===== src/rtl/v_lane_valid_gen_if.sv =====
// Operation/beat handshake bundle for v_lane_valid_gen: the control block drives the master side,
// the lane mask generator sits on the slave side.
interface v_lane_valid_gen_if #(
   parameter int unsigned VLANE_NUM       = 8,
   parameter int unsigned MAX_VL_PER_LANE = 256
);
   localparam int unsigned VL_W = $clog2(VLANE_NUM * MAX_VL_PER_LANE) + 1;

   logic                 load_i;
   logic [VL_W-1:0]      vl_i;
   logic [VL_W-1:0]      vstart_i;
   logic                 vm_i;
   logic                 reduce_i;
   logic                 shift_en_i;
   logic [VLANE_NUM-1:0] v0_mask_i;
   logic                 shift_partial_i;
   logic [VLANE_NUM-1:0] valid_o;
   logic [VLANE_NUM-1:0] active_o;
   logic                 last_beat_o;
   logic                 partial_valid_o;
   logic                 busy_o;
   logic                 done_o;

   modport master (
      output load_i, vl_i, vstart_i, vm_i, reduce_i, shift_en_i, v0_mask_i, shift_partial_i,
      input  valid_o, active_o, last_beat_o, partial_valid_o, busy_o, done_o
   );

   modport slave (
      input  load_i, vl_i, vstart_i, vm_i, reduce_i, shift_en_i, v0_mask_i, shift_partial_i,
      output valid_o, active_o, last_beat_o, partial_valid_o, busy_o, done_o
   );
endinterface


===== src/rtl/v_lane_valid_gen.sv =====
// Per-beat lane valid/active mask generator with vstart/vl bounds, v0 masking and a
// reduction drain of per-lane partial-result valids.
module v_lane_valid_gen #(
   parameter int unsigned VLANE_NUM       = 8,
   parameter int unsigned MAX_VL_PER_LANE = 256
) (
   input logic               clk_i,
   input logic               rstn_i,
   v_lane_valid_gen_if.slave bus
);
   localparam int unsigned VL_W  = $clog2(VLANE_NUM * MAX_VL_PER_LANE) + 1;
   localparam int unsigned LogN  = $clog2(VLANE_NUM);
   localparam int unsigned BeatW = VL_W - LogN;
   localparam int unsigned CntW  = LogN;
   localparam logic [CntW-1:0] LastShift = CntW'(VLANE_NUM - 2);

   typedef enum logic [1:0] {StIdle, StRun, StDrain, StDone} state_e;

   state_e               state_q, state_d;
   logic [VL_W-1:0]      vl_q, vl_d;
   logic [VL_W-1:0]      vstart_q, vstart_d;
   logic                 vm_q, vm_d;
   logic                 red_q, red_d;
   logic [BeatW-1:0]     beat_q, beat_d;
   logic [VLANE_NUM-2:0] pv_q, pv_d;
   logic [CntW-1:0]      cnt_q, cnt_d;

   logic [VL_W:0]        end_beat_full;
   logic [BeatW-1:0]     end_beat;
   logic                 beat_fire;
   logic                 at_end;
   logic [VLANE_NUM-1:0] in_body;
   logic [VLANE_NUM-1:0] valid;
   logic [VLANE_NUM-1:0] active;

   // Ceil-divide at VL_W+1 bits so a full-range vl cannot wrap.
   assign end_beat_full = ({1'b0, vl_q} + (VL_W+1)'(VLANE_NUM - 1)) >> LogN;
   assign end_beat      = BeatW'(end_beat_full - (VL_W+1)'(1));
   assign beat_fire     = (state_q == StRun) && bus.shift_en_i;
   assign at_end        = (beat_q == end_beat);

   for (genvar i = 0; i < VLANE_NUM; i++) begin : g_lane
      logic [VL_W:0] idx;
      assign idx        = {1'b0, beat_q, LogN'(i)};
      assign in_body[i] = (idx >= {1'b0, vstart_q}) && (idx < {1'b0, vl_q});
   end

   assign valid  = beat_fire ? in_body : '0;
   assign active = valid & (vm_q ? {VLANE_NUM{1'b1}} : bus.v0_mask_i);

   assign bus.valid_o         = valid;
   assign bus.active_o        = active;
   assign bus.last_beat_o     = beat_fire && at_end;
   assign bus.partial_valid_o = (state_q == StDrain) && pv_q[0];
   assign bus.busy_o          = (state_q != StIdle);
   assign bus.done_o          = (state_q == StDone);

   always_comb begin
      state_d  = state_q;
      vl_d     = vl_q;
      vstart_d = vstart_q;
      vm_d     = vm_q;
      red_d    = red_q;
      beat_d   = beat_q;
      pv_d     = pv_q;
      cnt_d    = cnt_q;
      if (bus.load_i) begin
         // A load restarts from any state and takes priority over beat/drain shifts.
         vl_d     = bus.vl_i;
         vstart_d = bus.vstart_i;
         vm_d     = bus.vm_i;
         red_d    = bus.reduce_i;
         beat_d   = BeatW'(bus.vstart_i >> LogN);
         pv_d     = '0;
         cnt_d    = '0;
         state_d  = (bus.vl_i > bus.vstart_i) ? StRun : StDone;
      end else begin
         case (state_q)
            StIdle: ;
            StRun: begin
               if (bus.shift_en_i) begin
                  pv_d = pv_q | active[VLANE_NUM-1:1];
                  if (at_end) begin
                     state_d = red_q ? StDrain : StDone;
                  end else begin
                     beat_d = beat_q + BeatW'(1);
                  end
               end
            end
            StDrain: begin
               if (bus.shift_partial_i) begin
                  pv_d  = pv_q >> 1;
                  cnt_d = cnt_q + CntW'(1);
                  if (cnt_q == LastShift) state_d = StDone;
               end
            end
            StDone:  state_d = StIdle;
            default: state_d = StIdle;
         endcase
      end
   end

   always_ff @(posedge clk_i or negedge rstn_i) begin
      if (!rstn_i) begin
         state_q  <= StIdle;
         vl_q     <= '0;
         vstart_q <= '0;
         vm_q     <= 1'b0;
         red_q    <= 1'b0;
         beat_q   <= '0;
         pv_q     <= '0;
         cnt_q    <= '0;
      end else begin
         state_q  <= state_d;
         vl_q     <= vl_d;
         vstart_q <= vstart_d;
         vm_q     <= vm_d;
         red_q    <= red_d;
         beat_q   <= beat_d;
         pv_q     <= pv_d;
         cnt_q    <= cnt_d;
      end
   end

`ifndef SYNTHESIS
   a_vl_legal : assert property (@(posedge clk_i) disable iff (!rstn_i)
      bus.load_i |-> (bus.vl_i <= VL_W'(VLANE_NUM * MAX_VL_PER_LANE)));
`endif
endmodule


===== src/flat_wrapper.sv =====
// flat-port wrapper written by rule: the top's interface ports become plain ports
module v_lane_valid_gen_flat 
#(
   parameter int unsigned VLANE_NUM       = 8,
   parameter int unsigned MAX_VL_PER_LANE = 256
)
  (clk_i, rstn_i, bus_load_i, bus_vl_i, bus_vstart_i, bus_vm_i, bus_reduce_i, bus_shift_en_i, bus_v0_mask_i, bus_shift_partial_i, bus_valid_o, bus_active_o, bus_last_beat_o, bus_partial_valid_o, bus_busy_o, bus_done_o);
  v_lane_valid_gen_if #(.VLANE_NUM(VLANE_NUM), .MAX_VL_PER_LANE(MAX_VL_PER_LANE)) bus_i ();
  input logic clk_i;
  input logic rstn_i;
  input wire logic [$bits(bus_i.load_i)-1:0] bus_load_i;
  input wire logic [$bits(bus_i.vl_i)-1:0] bus_vl_i;
  input wire logic [$bits(bus_i.vstart_i)-1:0] bus_vstart_i;
  input wire logic [$bits(bus_i.vm_i)-1:0] bus_vm_i;
  input wire logic [$bits(bus_i.reduce_i)-1:0] bus_reduce_i;
  input wire logic [$bits(bus_i.shift_en_i)-1:0] bus_shift_en_i;
  input wire logic [$bits(bus_i.v0_mask_i)-1:0] bus_v0_mask_i;
  input wire logic [$bits(bus_i.shift_partial_i)-1:0] bus_shift_partial_i;
  output wire logic [$bits(bus_i.valid_o)-1:0] bus_valid_o;
  output wire logic [$bits(bus_i.active_o)-1:0] bus_active_o;
  output wire logic [$bits(bus_i.last_beat_o)-1:0] bus_last_beat_o;
  output wire logic [$bits(bus_i.partial_valid_o)-1:0] bus_partial_valid_o;
  output wire logic [$bits(bus_i.busy_o)-1:0] bus_busy_o;
  output wire logic [$bits(bus_i.done_o)-1:0] bus_done_o;
  assign bus_i.load_i = bus_load_i;
  assign bus_i.vl_i = bus_vl_i;
  assign bus_i.vstart_i = bus_vstart_i;
  assign bus_i.vm_i = bus_vm_i;
  assign bus_i.reduce_i = bus_reduce_i;
  assign bus_i.shift_en_i = bus_shift_en_i;
  assign bus_i.v0_mask_i = bus_v0_mask_i;
  assign bus_i.shift_partial_i = bus_shift_partial_i;
  assign bus_valid_o = bus_i.valid_o;
  assign bus_active_o = bus_i.active_o;
  assign bus_last_beat_o = bus_i.last_beat_o;
  assign bus_partial_valid_o = bus_i.partial_valid_o;
  assign bus_busy_o = bus_i.busy_o;
  assign bus_done_o = bus_i.done_o;
  v_lane_valid_gen #(.VLANE_NUM(VLANE_NUM), .MAX_VL_PER_LANE(MAX_VL_PER_LANE)) u_core (.clk_i(clk_i), .rstn_i(rstn_i), .bus(bus_i));
endmodule

===== config.mk =====
export PLATFORM = sky130hd
export DESIGN_NAME = v_lane_valid_gen_flat
export DESIGN_NICKNAME = d
export VERILOG_FILES = /design/src/rtl/v_lane_valid_gen_if.sv /design/src/rtl/v_lane_valid_gen.sv /design/src/flat_wrapper.sv
export SDC_FILE = /design/constraint.sdc
export NUM_CORES = 1
export LEC_CHECK = 0
export CAP_MARGIN = 0
export CORE_ASPECT_RATIO = 0.75
export CORE_MARGIN = 2
export CORE_UTILIZATION = 60
export CTS_BUF_LIST = sky130_fd_sc_hd__clkbuf_8
export CTS_CLUSTER_SIZE = 28
export DETAILED_ROUTE_END_ITERATION = 8
export HOLD_SLACK_MARGIN = 0.1
export PLACE_DENSITY_LB_ADDON = 0.1
export SYNTH_ARGS = -nofsm -noshare
export SYNTH_HDL_FRONTEND = slang
export SYNTH_SLANG_ARGS = --single-unit

===== constraint.sdc =====
create_clock -name clk_i -period 5.2 [get_ports clk_i]
set_input_delay 0.78 -clock clk_i [delete_from_list [all_inputs] [get_ports clk_i]]
set_output_delay 0.78 -clock clk_i [all_outputs]
set_load 0.02 [all_outputs]

==> results of run 1 <==
worst paths after layout:
kind                           startpoint                  to  slack [ns]  depth (start not counted)
max                        u_core.vl_q[0]     bus_last_beat_o        0.22                         11
min                        u_core.pv_q[1]      u_core.pv_q[1]        0.51                          2
max reg2reg                u_core.vl_q[0]    u_core.beat_q[8]        1.64                         11
min reg2reg                u_core.pv_q[1]      u_core.pv_q[1]        0.51                          2
max in group asynchronous          rstn_i      u_core.vl_q[5]        3.88                          1
min in group asynchronous          rstn_i  u_core.vstart_q[8]        0.66                          1
layer usage:
metal	vias to the layer above	global-route usage (%)	routed length, microns
met5	-	0	0
met4	0	8.624	146
met3	20	5.609	754
met2	146	47.61	4333
met1	1573	45.60	4257
li1	1582	-	-
worst max-delay path, stage by stage (launching register included):
cell             delay [ns]
dfrtp_1                0.49
nor3_4                 0.38
nor2_1                 0.12
xnor2_1                0.15
ha_1                   0.25
nand3b_1               0.22
nor3_1                 0.24
nor3_1                 0.08
or4b_4                 0.51
or4_4                  0.63
nor2_2                 0.13
clkdlybuf4s50_1        0.66
per-stage QoR:
stage | total power, mW | instances | setup slack (ns)
final | 1.010 | 536 | 0.2187
after global routing | 1.068 | 536 | 0.01113
after CTS | 1.008 | 536 | 0.1203
after detailed placement | 0.7743 | 528 | 0.4705
after global placement | 0.7587 | 528 | 0.6355
after floorplan | 0.6521 | 404 | 1.273
sequential cells by signal (all words and copies together), names as in the netlist:
register	cells
u_core.beat_q	9
u_core.cnt_q	3
u_core.pv_q	7
u_core.red_q	1
u_core.state_q	2
u_core.vl_q	12
u_core.vm_q	1
u_core.vstart_q	12
final cells by class:
class / count / area (sq um) / share of cell area [%]
tap: 78 / 97.59 / 2.310
clock inverter: 3 / 20.02 / 0.4739
timing repair buffer: 59 / 578.1 / 13.68
multi-input combinational: 309 / 2152 / 50.95
inverter: 35 / 131.4 / 3.110
sequential: 47 / 1176 / 27.84
clock buffer: 5 / 68.82 / 1.629
where the power goes:
group	switching [mW]	total [mW]	internal [mW]
Combinational	0.180	0.329	0.149
Sequential	0.0496	0.447	0.397
Clock	0.139	0.234	0.0950
logic make-up (layout without fill, tap and decap cells):
| kind of cell | Yosys count | in the layout | share of synthesized area (%) |
|---|---|---|---|
| xor gates and xnor gates | 14 | 14 | 3.493 |
| muxes | 9 | 9 | 2.851 |
| AOI/OAI and AO/OA | 104 | 104 | 19.74 |
| adders and majority gates | 36 | 36 | 12.83 |
| DFF | 47 | 47 | 33.50 |
| and+or+nand+nor | 146 | 146 | 22.20 |
| buffers and inverters | 48 | 102 | 5.381 |
cell usage after synthesis, types with 2 or more instances:
library cell / n / share of area (%)
nand2_1: 40 / 4.3
o21ai_1: 3 / 0.43
inv_1: 35 / 3.7
or3_1: 3 / 0.53
o22ai_1: 3 / 0.53
a211oi_1: 8 / 1.7
o31a_1: 3 / 0.75
and3_1: 8 / 1.4
nand4_1: 13 / 2.3
o2bb2ai_1: 2 / 0.50
o21ai_0: 30 / 4.3
a31oi_1: 4 / 0.71
ha_1: 36 / 13
nand3_1: 9 / 1.3
nand2b_1: 4 / 0.71
buf_1: 2 / 0.21
nor3b_1: 3 / 0.64
nor2_1: 20 / 2.1
mux2_2: 8 / 2.6
or4_1: 2 / 0.43
o31ai_1: 4 / 0.86
and2_1: 5 / 0.89
dfrtp_1: 47 / 33
nor2b_1: 7 / 1.2
xnor2_1: 11 / 2.7
a21o_1: 9 / 1.9
nor4_1: 4 / 0.71
and4_1: 3 / 0.75
o211ai_1: 4 / 0.86
xor2_1: 3 / 0.75
a211o_1: 2 / 0.50
o21a_1: 5 / 1.1
a21oi_1: 15 / 2.1
clkbuf_1: 9 / 0.96
a221oi_1: 2 / 0.50
a21boi_1: 2 / 0.43
a2111oi_0: 3 / 0.75
nor3_1: 17 / 2.4
what timing repair did:
action	CTS	global route
buffers inserted	0	0
hold endpoints to repair	0	0
endpoints found under the setup margin	0	1
resized for setup	0	1
==> impl_metrics.json, run 1 <==
{
  "worst_setup_path_start_kind": "flop",
  "ant_nets": 0,
  "hold_class": "flop to flop",
  "die_area_sq_um": 6486,
  "placed_area_sq_um": 4129,
  "drt-wirelength-per-cell_microns": 17.71,
  "fin_hold_ws_ns": 0.5074,
  "skew_ns": 0.006169,
  "required_ns": 4.42,
  "synth_cell_type_count": 54,
  "slew_viol_final": 0,
  "p_leak_nw": 1.863,
  "diodes": 0,
  "drt_drc_violations_left": 0,
  "ctsHoldBuffers": 0,
  "nets": 532,
  "viasPerCell": 6.196,
  "first_pass_iters": 5,
  "syn_inst": 404,
  "fin_tns_setup_ns": 0,
  "netlist_area_sq_um": 3511,
  "hpwl_microns": 7208,
  "rsz0062_at_grt": "false",
  "grt_use_total_pct": 31.15,
  "final_util_pct": 73.65,
  "mostFrequentLayoutCells": "clkdlybuf4s50_1, dfrtp_1, nand2_1",
  "area_delta_synth_final_pct": 20.31,
  "power_density_nw_per_um2": 239.1,
  "setup_viol": 0,
  "synth_nets": 479,
  "fin_area_sq_um": 4224,
  "end_kind": "output port",
  "clockBufferDepth": 2,
  "status": "complete, no violations",
  "cts_root_buf": "clkbuf_8",
  "syn_area_per_cell_sq_um": 8.690,
  "worstSetupPathType": "flop to output port",
  "dieWidth_microns": 92.33,
  "io_buffers": 58,
  "start_util_pct": 61.21,
  "synth_ff_type": "dfrtp_1",
  "grt_pass1_vias": 3261,
  "layout-drive-gt1-share_pct": 6.114,
  "core_area_sq_um": 5736,
  "worst_pin_slew_ns": 1.079,
  "fin_crit_sh_pct": 95.79,
  "layout_commonest_cell": "clkdlybuf4s50_1",
  "die_h_microns": 70.25,
  "gr-total-overflow": 0,
  "period_minus_slack_ns": 4.981,
  "ys_ff_latch": 47,
  "cts_buffers": 5,
  "grt_max_degree": 66,
  "nFillCells": 429,
  "via_count": 3321,
  "cts_tree": "yes",
  "num_rows": 24,
  "synthArstFlopShare_pct": 100.0,
  "drt_iter0_markers": 277,
  "final_hold_viol_count": 0,
  "path_max_fanout": 10,
  "htreeDepth": 2,
  "grt_pass1_wl_microns": 15940,
  "grt_antenna_before_repair": 0,
  "relSlewSlack_pct": 28.04,
  "drv_cap": 0,
  "peakVddDrop_v": 0.0001717,
  "boundaryPins": 59,
  "clock.fmax_ghz": 0.2008,
  "wl_microns": 9491,
  "yosysWarnings": 0,
  "synth_seq_area_share_pct": 33.50,
  "cts_sinks": 47,
  "synth_edf_count": 0,
  "crit_arrival_ns": 4.20,
  "clk_pin_slew_worst_paths_ns": 0.10,
  "place_congestion": 0.9228,
  "clk_latency_ns": 0.31
}
Power figures use the tool's default switching activity.
==> inputs of run 2 (changes only) <==
- CORE_UTILIZATION: 60 -> 56
- SLEW_MARGIN: not set -> 40
- clock period: 5.2 -> 5.4 ns (I/O delays scaled with it)
==> run 2 against run 1 <==
Clock skew rose by 0.0074 ns. Via count fell by 2.5%. Combinational power fell by 5%. Highest routed layer unchanged. Setup slack improved by 0.069 ns.
==> impl_metrics.json, run 2 (synthesis gave the netlist of run 1 again) <==
{
  "cts_root_buf": "clkbuf_8",
  "r2r-end": "u_core.beat_q[8]",
  "worst_pin_slew_ns": 0.6768,
  "r2r_slack_ns": 1.72,
  "largestRegisters": "u_core.vl_q x12, u_core.vstart_q x12, u_core.beat_q x9",
  "worstSetupPathType": "flop to output port",
  "fin_hold_ws_ns": 0.4927,
  "setup_viol": 0,
  "post-place-cells": 529,
  "fin_tns_setup_ns": 0,
  "hold_class": "flop to flop",
  "fin_cells": 537,
  "dieWidth_microns": 95.43,
  "fin_area_sq_um": 4228,
  "cts_resized": 0,
  "min_from": "u_core.pv_q[2]",
  "hold_end": "u_core.pv_q[2]",
  "fin_crit_sh_pct": 94.67,
  "max_stage_delay_ns": 0.64,
  "cpMostUsedCell": "nor3_1",
  "drt_iter0_markers": 213,
  "num_rows": 24,
  "critPathBufInv": 1,
  "clk_pin_slew_worst_paths_ns": 0.10,
  "diodes": 0,
  "critical-path-top-delay-family": "simple AND/OR/NAND/NOR gates",
  "grt_pass1_vias": 3132,
  "nets": 533,
  "power_density_nw_per_um2": 228.5,
  "period_minus_slack_ns": 5.112,
  "ctsHoldBuffers": 0,
  "crit_slowest_cell": "or4_4",
  "ant_nets": 0,
  "cts_sinks": 47,
  "status": "complete, no violations",
  "worst_setup_path_start_kind": "flop",
  "end_kind": "output port",
  "io_buffers": 58,
  "boundaryPins": 59,
  "p_leak_nw": 1.867,
  "crit_chain": "nor3_2 > nor2_1 > xnor2_1 > ha_1 > nand3b_1 > nor3_1 > nor3_1 > or4b_4 > or4_4 > nor2_2 > clkdlybuf4s50_1",
  "hpwl_microns": 7107,
  "crit_start": "u_core.vl_q[0]",
  "htreeDepth": 2,
  "grt_use_total_pct": 28.28,
  "clockBufferDepth": 2,
  "area_delta_synth_final_pct": 20.42,
  "core_area_sq_um": 5946,
  "viasPerCell": 6.028,
  "clk_latency_ns": 0.31,
  "relSlewSlack_pct": 53.71,
  "grt_max_degree": 66,
  "met2_usage_pct": 43.27,
  "gr-total-overflow": 0,
  "drt-wirelength-per-cell_microns": 17.15,
  "use_met3_pct": 5.165,
  "grt_antenna_before_repair": 0,
  "layout_commonest_cell": "clkdlybuf4s50_1",
  "layout-drive-gt1-share_pct": 6.318,
  "clock.fmax_ghz": 0.1956,
  "die_area_sq_um": 6925,
  "skew_ns": 0.01353,
  "via_count": 3237,
  "top_usage_layer": "met2",
  "grt_pass1_wl_microns": 15100,
  "required_ns": 4.59,
  "wl_microns": 9211,
  "peakVddDrop_v": 0.0001723,
  "postCtsSetupBuffers": 0,
  "cts_tree": "yes",
  "final_hold_viol_count": 0,
  "crit_arrival_ns": 4.30,
  "rsz0062_at_grt": "false",
  "start_util_pct": 59.05,
  "placed_area_sq_um": 4139,
  "r2r_start": "u_core.vl_q[0]",
  "die_h_microns": 72.57,
  "drt_drc_violations_left": 0,
  "grtUsageMet1_pct": 41.55,
  "reg2reg_depth": 11,
  "drv_cap": 0,
  "slew_viol_final": 0,
  "worstHoldPathCells": 2,
  "cts_buffers": 5,
  "first_pass_iters": 4,
  "mostFrequentLayoutCells": "clkdlybuf4s50_1, dfrtp_1, nand2_1",
  "path_max_fanout": 10,
  "place_congestion": 0.8454
}
==> run 2: layer usage <==
layer	up-vias	wire length, microns
met1	1560	4401
li1	1579	-
met3	6	603
met2	92	4149
met4	0	56
met5	-	0
==> run 2: worst max-delay path by stage <==
| stage | endpoint | cells past startpoint |
|---|---|---|
| after floorplan | bus_last_beat_o | 11 |
| after global placement | bus_last_beat_o | 11 |
| after detailed placement | bus_last_beat_o | 11 |
| after CTS | bus_last_beat_o | 11 |
| after global routing | bus_last_beat_o | 11 |
| final | bus_last_beat_o | 11 |
==> run 2: tightest hold or removal path, cell delays in order, from the launching register on <==
cell and delay [ns]:
dfrtp_1 0.36, nand2_1 0.05, o31ai_1 0.05
==> run 2: final cells by class <==
type                            count  area, sq um
Clock buffer                        5        68.82
Clock inverter                      3        20.02
Fill cell                         469         1718
Inverter                           35        131.4
Multi-Input combinational cell    309         2146
Sequential cell                    47         1176
Tap cell                           78        97.59
Timing Repair Buffer               60        588.1
==> run 2: through the flow <==
stage	power, mW	worst slack, ns	utilization, %
2_1_floorplan	0.6280	1.443	-
5_1_grt	1.020	0.04580	71.11
3_3_place_gp	0.7328	0.7921	69.57
4_1_cts	0.9645	0.3105	71.11
6_report	0.9660	0.2877	71.11
3_5_place_dp	0.7434	0.6492	69.61
==> run 2: power breakdown <==
group	internal (mW)	switching, mW
Clock	0.0915	0.133
Combinational	0.144	0.170
Sequential	0.382	0.0459
